### src/rtl/wb_regsrc_multi.sv
// WB-stage result selector and register-file write register for the MIPS pipeline.
// Optional forwarding/hazard outputs are enabled by defining WB_FWD_EN.
module wb_regsrc_multi #(
    parameter int DATA_W  = 32,
    parameter int REGF_W  = 5,
    parameter int NSRC    = 4,
    parameter int MEM_SRC = 1,
    parameter int SEL_W   = $clog2(NSRC)
) (
    input  logic                   clk,
    input  logic                   resetn,
    input  logic                   in_valid,
    output logic                   in_ready,
    input  logic [SEL_W-1:0]       in_sel,
    input  logic [REGF_W-1:0]      in_regf,
    input  logic [NSRC*DATA_W-1:0] in_data,
    input  logic [2:0]             in_ld,
    input  logic [1:0]             in_addr_lo,
    input  logic                   mem_rvalid,
    input  logic [DATA_W-1:0]      mem_rdata,
    input  logic                   flush,
    output logic                   wb_we,
    output logic [REGF_W-1:0]      wb_regf,
    output logic [DATA_W-1:0]      wb_data
`ifdef WB_FWD_EN
    ,
    output logic                   fwd_valid,
    output logic [REGF_W-1:0]      fwd_regf,
    output logic [DATA_W-1:0]      fwd_data,
    output logic                   fwd_pend
`endif
);

    typedef enum logic {
        S_IDLE,
        S_WAIT_MEM
    } state_t;

    typedef enum logic [2:0] {
        LD_W  = 3'd0,
        LD_H  = 3'd1,
        LD_HU = 3'd2,
        LD_B  = 3'd3,
        LD_BU = 3'd4
    } ld_t;

    localparam logic [SEL_W-1:0] MEM_SEL = SEL_W'(MEM_SRC);

    state_t              state_q, state_d;
    logic [REGF_W-1:0]   lat_regf_q, lat_regf_d;
    logic [2:0]          lat_ld_q, lat_ld_d;
    logic [1:0]          lat_lo_q, lat_lo_d;
    logic                wb_we_q, wb_we_d;
    logic [REGF_W-1:0]   wb_regf_q, wb_regf_d;
    logic [DATA_W-1:0]   wb_data_q, wb_data_d;

    logic [DATA_W-1:0]   sel_data;
    logic [DATA_W-1:0]   load_data;
    logic [2:0]          align_ld;
    logic [1:0]          align_lo;
    logic                accept;

    // Out-of-range selects fall through to zero data but still write.
    always_comb begin
        sel_data = '0;
        for (int k = 0; k < NSRC; k++) begin
            if (in_sel == SEL_W'(k)) begin
                sel_data = in_data[k*DATA_W +: DATA_W];
            end
        end
    end

    // While waiting, the response must be aligned with the load's own fields,
    // not with whatever upstream is presenting now.
    assign align_ld = (state_q == S_WAIT_MEM) ? lat_ld_q : in_ld;
    assign align_lo = (state_q == S_WAIT_MEM) ? lat_lo_q : in_addr_lo;

    generate
        if (DATA_W == 32) begin : g_align
            logic [7:0]  byte_v;
            logic [15:0] half_v;

            always_comb begin
                byte_v = mem_rdata[{align_lo, 3'b000} +: 8];
                half_v = align_lo[1] ? mem_rdata[31:16] : mem_rdata[15:0];
                case (align_ld)
                    LD_H:    load_data = {{16{half_v[15]}}, half_v};
                    LD_HU:   load_data = {16'h0000, half_v};
                    LD_B:    load_data = {{24{byte_v[7]}}, byte_v};
                    LD_BU:   load_data = {24'h000000, byte_v};
                    default: load_data = mem_rdata;
                endcase
            end
        end else begin : g_noalign
            assign load_data = mem_rdata;
        end
    endgenerate

    assign in_ready = (state_q == S_IDLE);
    assign accept   = in_valid & in_ready;

    // NOTE: every output of this block gets a default first so no path
    // through the case statements can infer a latch.
    always_comb begin
        state_d    = state_q;
        lat_regf_d = lat_regf_q;
        lat_ld_d   = lat_ld_q;
        lat_lo_d   = lat_lo_q;
        wb_we_d    = 1'b0;
        wb_regf_d  = wb_regf_q;
        wb_data_d  = wb_data_q;

        if (flush) begin
            state_d    = S_IDLE;
            lat_regf_d = '0;
            lat_ld_d   = '0;
            lat_lo_d   = '0;
        end else begin
            case (state_q)
                S_IDLE: begin
                    if (accept) begin
                        if (in_sel == MEM_SEL) begin
                            if (mem_rvalid) begin
                                wb_we_d   = (in_regf != '0);
                                wb_regf_d = in_regf;
                                wb_data_d = load_data;
                            end else begin
                                lat_regf_d = in_regf;
                                lat_ld_d   = in_ld;
                                lat_lo_d   = in_addr_lo;
                                state_d    = S_WAIT_MEM;
                            end
                        end else begin
                            wb_we_d   = (in_regf != '0);
                            wb_regf_d = in_regf;
                            wb_data_d = sel_data;
                        end
                    end
                end
                S_WAIT_MEM: begin
                    if (mem_rvalid) begin
                        wb_we_d   = (lat_regf_q != '0);
                        wb_regf_d = lat_regf_q;
                        wb_data_d = load_data;
                        state_d   = S_IDLE;
                    end
                end
                default: state_d = S_IDLE;
            endcase
        end
    end

    // NOTE: state uses non-blocking assignments so every register samples
    // the pre-edge values computed above.
    always_ff @(posedge clk or negedge resetn) begin
        if (!resetn) begin
            state_q    <= S_IDLE;
            lat_regf_q <= '0;
            lat_ld_q   <= '0;
            lat_lo_q   <= '0;
            wb_we_q    <= 1'b0;
            wb_regf_q  <= '0;
            wb_data_q  <= '0;
        end else begin
            state_q    <= state_d;
            lat_regf_q <= lat_regf_d;
            lat_ld_q   <= lat_ld_d;
            lat_lo_q   <= lat_lo_d;
            wb_we_q    <= wb_we_d;
            wb_regf_q  <= wb_regf_d;
            wb_data_q  <= wb_data_d;
        end
    end

    assign wb_we   = wb_we_q;
    assign wb_regf = wb_regf_q;
    assign wb_data = wb_data_q;

`ifdef WB_FWD_EN
    // A pending load exposes its destination so hazard logic can stall on it.
    assign fwd_pend  = (state_q == S_WAIT_MEM);
    assign fwd_valid = wb_we_q;
    assign fwd_regf  = fwd_pend ? lat_regf_q : wb_regf_q;
    assign fwd_data  = wb_data_q;
`endif

endmodule

### config.mk
export PLATFORM = sky130hd
export DESIGN_NAME = wb_regsrc_multi
export DESIGN_NICKNAME = d
export VERILOG_FILES = /design/src/rtl/wb_regsrc_multi.sv
export SDC_FILE = /design/constraint.sdc
export NUM_CORES = 1
export LEC_CHECK = 0
export ABC_AREA = 0
export BUFFER_PORTS_ARGS = -buffer_cell sky130_fd_sc_hd__buf_2
export CAP_MARGIN = 10
export CORE_MARGIN = 2
export CORE_UTILIZATION = 48
export CTS_CLUSTER_DIAMETER = 150
export DETAILED_ROUTE_END_ITERATION = 6
export GPL_TIMING_DRIVEN = 0
export PLACE_DENSITY = 0.88
export SYNTH_ARGS = -nofsm -noshare
export SYNTH_HDL_FRONTEND = slang
export SYNTH_SLANG_ARGS = --single-unit
export TNS_END_PERCENT = 100
### constraint.sdc
create_clock -name clk -period 4.55 [get_ports clk]
set_clock_uncertainty 0.2 [all_clocks]
set_input_delay 0.91 -clock clk [delete_from_list [all_inputs] [get_ports clk]]
set_output_delay 0.91 -clock clk [all_outputs]
set_load 0.01 [all_outputs]
# Word-level counts from Yosys, hierarchy flattened
# Cells that the tools add are included.
# W data, S select, Z words.
# totals
regBits,49
latchBits,0
mem_bits_rw,0
mem_bits_ro,0
inputBits,177
out_inout_bits,39
word_cells,73
memories,0
# op_classes
addsub,0
n_mul,0
n_div,0
order_cmp,0
eq_ne,12
shift,1
muxes,42
bitwise,3
reduce_logical,8
# ops
operator,n
$mux W32,6
$pmux W32 S4,1
$pmux W32 S2,1
$mux W5,9
$shiftx A32 B6 Y8,1
$mux W3,6
$mux W16,1
$mux W2,6
$pmux W5 S2,1
$reduce_bool A5 Y1,2
$mux W1,9
$reduce_and A4 Y1,2
$eq A3 B2 Y1 const B,2
$eq A2 B2 Y1 const B,2
$ne A2 B1 Y1 const B,2
$ne A2 B2 Y1 const B,2
$pmux W1 S2,2
$reduce_bool A2 Y1,2
$eq A3 B1 Y1 const B,1
$eq A3 B3 Y1 const B,1
$ne A3 B3 Y1 const B,1
$eq A2 B1 Y1 const B,1
$logic_not A2 Y1,1
$not A1 Y1,2
2 further kinds,2

# Logic depth before layout (Yosys ltp)
# depth
word_depth,7
ltp_mapped,9

# Worst setup path before layout
# No wires, ideal clock.
# synth_path
path_type,input to register
startpoint,in in_sel[1]
endpoint,"reg wb_data_q[21], in the netlist wb_data[21]"
arrival_ns,2.221
setup_slack_ns,1.997
path_stages,7
n_path_buf,2
path_cell_list,clkbuf_1 -> nor2b_2 -> a21oi_1 -> or3b_4 -> a21oi_2 -> buf_6 -> a221oi_2
# synth_via
elab_chain_cells,7
# synth_lines
element,line_no,source
"start, declared",14,"input logic [SEL_W-1:0] in_sel,"
$logic_not A2 Y1,67,if (in_sel == SEL_W'(k)) begin
$mux W32 (3 in a row),67,
$mux W32 (*),122,if (in_sel == MEM_SEL) begin
$mux W32 (*),121,if (accept) begin
$pmux W32 S2 (*),119,case (state_q)
"end signal, assigned",171,wb_data_q <= wb_data_d;
"end, declared",55,"logic [DATA_W-1:0] wb_data_q, wb_data_d;"
# Mark *: on every way between the ends. The rest lies on a longest branch, timed or not. The select of a mux whose other input is x is not followed.
# A chain may end at the register's enable or synchronous reset.

# Worst setup path after layout
# layout_path
startpoint,in flush
endpoint,"reg wb_data_q[25], in the netlist wb_data[25]"
# layout_via
elab_chain_cells,2
# layout_lines
element,line_no,source
"start, declared",21,"input logic flush,"
$not A1 Y1 (no source line),--,
$reduce_and A2 Y1 (no source line),--,
# Every way passes these cells.

==> metrics.yaml <==
yosys:
  syn-instance-count: 385
  synth.most_common_cell: "nor2_1"
  ys_types: 47
  syn_area_mm2: 0.00360
  synthTopCellsByCount: "nor2_1, dfrtp_1, nand2_1, o22ai_1, mux2_2"
  yosysSeqAreaShare_pct: 34.1
  synth_edf_count: 0
  ys_ff_latch: 49
  synthArstFlopShare_pct: 100
  synth_nets: 562
  ys_warn_count: 0
  syn_area_per_cell_um2: 9.35
  synth.area.top_cells: "dfrtp_1, mux2_2, mux2i_1, a221oi_2, o22ai_1"
  ys.flop_type: "dfrtp_1"
  synth_top_cell_by_area: "dfrtp_1"
  yosysTopAreaCellShare_pct: 34.1
power_and_ir_drop:
  irDropWorstVdd_v: 0.000160
  p_leak_nw: 2.21
  swShare_pct: 35.5
  p_seq_share_pct: 42.6
  switching_power_uw: 451
  pwr-share-comb_pct: 36.5
  p_per_area_mw_per_mm2: 268
  clockPowerShare_pct: 20.9
  p_int_uw: 820
clock_network:
  ctsHoldBuffers: 0
  cts-root-buf: "clkbuf_8"
  clkTransAtPathRegs_ns: 0.10
  cts_buffers: 5
  cts_tree: "built"
  postCtsResizedCells: 0
  cts_sinks: 49
  cts_htree_levels: 2
  clockBufferDepth: 2
  clkLatencyLatePin_ns: 0.31
  postCtsSetupBuffers: 0
timing:
  worstMarginPinSlew_ns: 0.790
  drv_slew: 0
  max_slew_margin_pct: 47.2
  fin_crit_ns: 2.75
  hold_viol_final: 0
  final.period_utilization_pct: 60.5
  rsz0062_at_grt: "false"
  fin_setup_tns_ns: 0
  max_freq_mhz: 363
  setup_viol: 0
flow_run:
  maxCapViolations: 0
routing:
  drt_iter0_drc: 284
  drc: 0
  detail_route.wl_per_cell_um: 18.6
  viasPerCell: 5.90
  drtAntennaViolNets: 0
  first_pass_iters: 5
  wirelength_um: 12600
  via_count: 3990
global_route:
  antenna_found_initial: 3
  track_usage_pct: 29.6
  gr-total-overflow: 0
  grt_pass1_wl_um: 19400
  grt_pass1_vias: 3914
  grt_start_max_net_pins: 50
finish:
  fill_cells: 612
  fin_util_pct: 65.3
  drive_above_1_share_pct: 46.6
  nets: 751
  areaGrowthSynthToFinish_pct: 31.6
floorplanning:
  row_count: 31
  initial_core_util_pct: 49.6
  fp.dieH_um: 90.6
  coreArea_mm2: 0.00725
  num_io_pins: 216
  fp.dieW_um: 90.6
  die_area_mm2: 0.00821
place:
  portBuffers: 181
  dp_hpwl_um: 9950
  gp_congestion: 0.904
worst_setup_path:
  crit_top_cell: "clkbuf_1"
  max_stage_delay_ns: 0.43
  cpLargestDelayFamily: "buffers and inverters"
  cp_data_arrival_time_ns: 2.79
  slowest_stage: "clkbuf_1"
  criticalPathCategory: "in2reg"
  critical_path_peak_fanout: 10
  worst_setup_path_start_kind: "input port"
  crit_buf_inv: 3
  cp.required_ns: 4.58
  end_kind: "flop"
  path_cells: "buf_2 -> o21bai_1 -> o21ba_2 -> clkbuf_1 -> clkbuf_1 -> nor2_1 -> a221oi_2"
worst_hold_path:
  hold_class: "reg2reg"
outcome:
  status: "complete, no violations"
-- cell families after synthesis --
| family | Yosys count | synth area share [%] |
|---|---|---|
| buffers and inverters | 32 | 4.52 |
| muxes | 62 | 19.2 |
| xor gates and xnor gates | 3 | 0.730 |
| and+or+nand+nor | 122 | 16.0 |
| AOI/OAI and AO/OA | 117 | 25.5 |
| DFF | 49 | 34.1 |
-- registers in the layout, summed over array words and instances, names as in the netlist --
register and cells:
wb_regf 5, lat_regf_q 5, lat_ld_q 3, state_q 1, wb_data 32, wb_we 1, lat_lo_q 2
-- final cells by class --
type,count,area (um^2),area share (%)
diodes,2,5.00,0.106
clock buffers,7,76.3,1.61
repair buffers,182,926,19.5
inverters,2,7.51,0.158
plain buffers,30,155,3.28
flip-flops and latches,49,1230,25.9
well taps,99,124,2.61
multi-input cells,304,2210,46.6
clock inverters,1,7.51,0.158
-- power groups by stage --
stage,Clock [mW],Sequential [mW],Combinational [mW]
after floorplan,0,0.576,0.220
after global placement,0,0.544,0.440
after detailed placement,0,0.547,0.457
after CTS,0.266,0.540,0.458
after global routing,0.281,0.548,0.500
final,0.265,0.542,0.464
-- through the flow --
stage	setup WS (ns)	hold WS, ns	cells	area (um^2)	power, mW
global route	1.69	0.390	675	4730	1.33
finish	1.80	0.342	676	4740	1.27
detailed placement	1.52	0.326	665	4630	1.00
CTS	1.85	0.350	673	4710	1.26
floorplan	2.00	0.303	385	3600	0.796
global placement	1.58	0.310	665	4630	0.984
-- final timing paths --
| kind | start | to | slack [ns] | cells after the start |
|---|---|---|---|---|
| setup / recovery | flush | wb_data[25] | 1.80 | 7 |
| hold / removal | wb_regf[2] | wb_regf[2] | 0.34 | 2 |
| setup reg to reg | state_q | wb_data[15] | 2.04 | 7 |
| hold reg to reg | wb_regf[2] | wb_regf[2] | 0.34 | 2 |
| max in group asynchronous | resetn | lat_lo_q[1] | 3.25 | 2 |
| min in group asynchronous | resetn | wb_data[1] | 0.36 | 1 |
-- metal layers --
layer  track usage, %  share of wire [%]  up-vias  wire length [um]
met3             7.51                 10       49              1260
met1             35.4                 38     1860              4740
met4             12.3                4.0        2               508
li1                 -                  -     1831                 -
met2             50.7                 48      248              6050
met5                0              0.087        -                11
-- placed cells by master (no fill, tap or decap), types with 2 or more instances in the layout --
cell type | netlist | routed
buf_2 | 13 | 194
nor2_1 | 52 | 52
dfrtp_1 | 49 | 49
nand2_1 | 43 | 43
o22ai_1 | 33 | 33
mux2_2 | 32 | 32
mux2i_1 | 27 | 27
a221oi_2 | 17 | 17
clkbuf_1 | 13 | 15
a21oi_1 | 15 | 15
a221oi_1 | 14 | 14
o21ai_0 | 12 | 12
a31oi_1 | 10 | 10
nand2b_1 | 8 | 8
a21o_1 | 7 | 7
clkbuf_8 | 0 | 5
buf_6 | 3 | 3
diode_2 | 0 | 2
inv_1 | 2 | 2
or4_1 | 2 | 2
nor2b_1 | 2 | 2
nand3_1 | 2 | 2
o21ai_1 | 2 | 2
xor2_1 | 2 | 2
-- worst min-delay path: stages (launching register included) --
cell and delay (ns):
dfrtp_1 0.36, nor2_1 0.05, a21oi_1 0.10
Power figures use the tool's default switching activity.
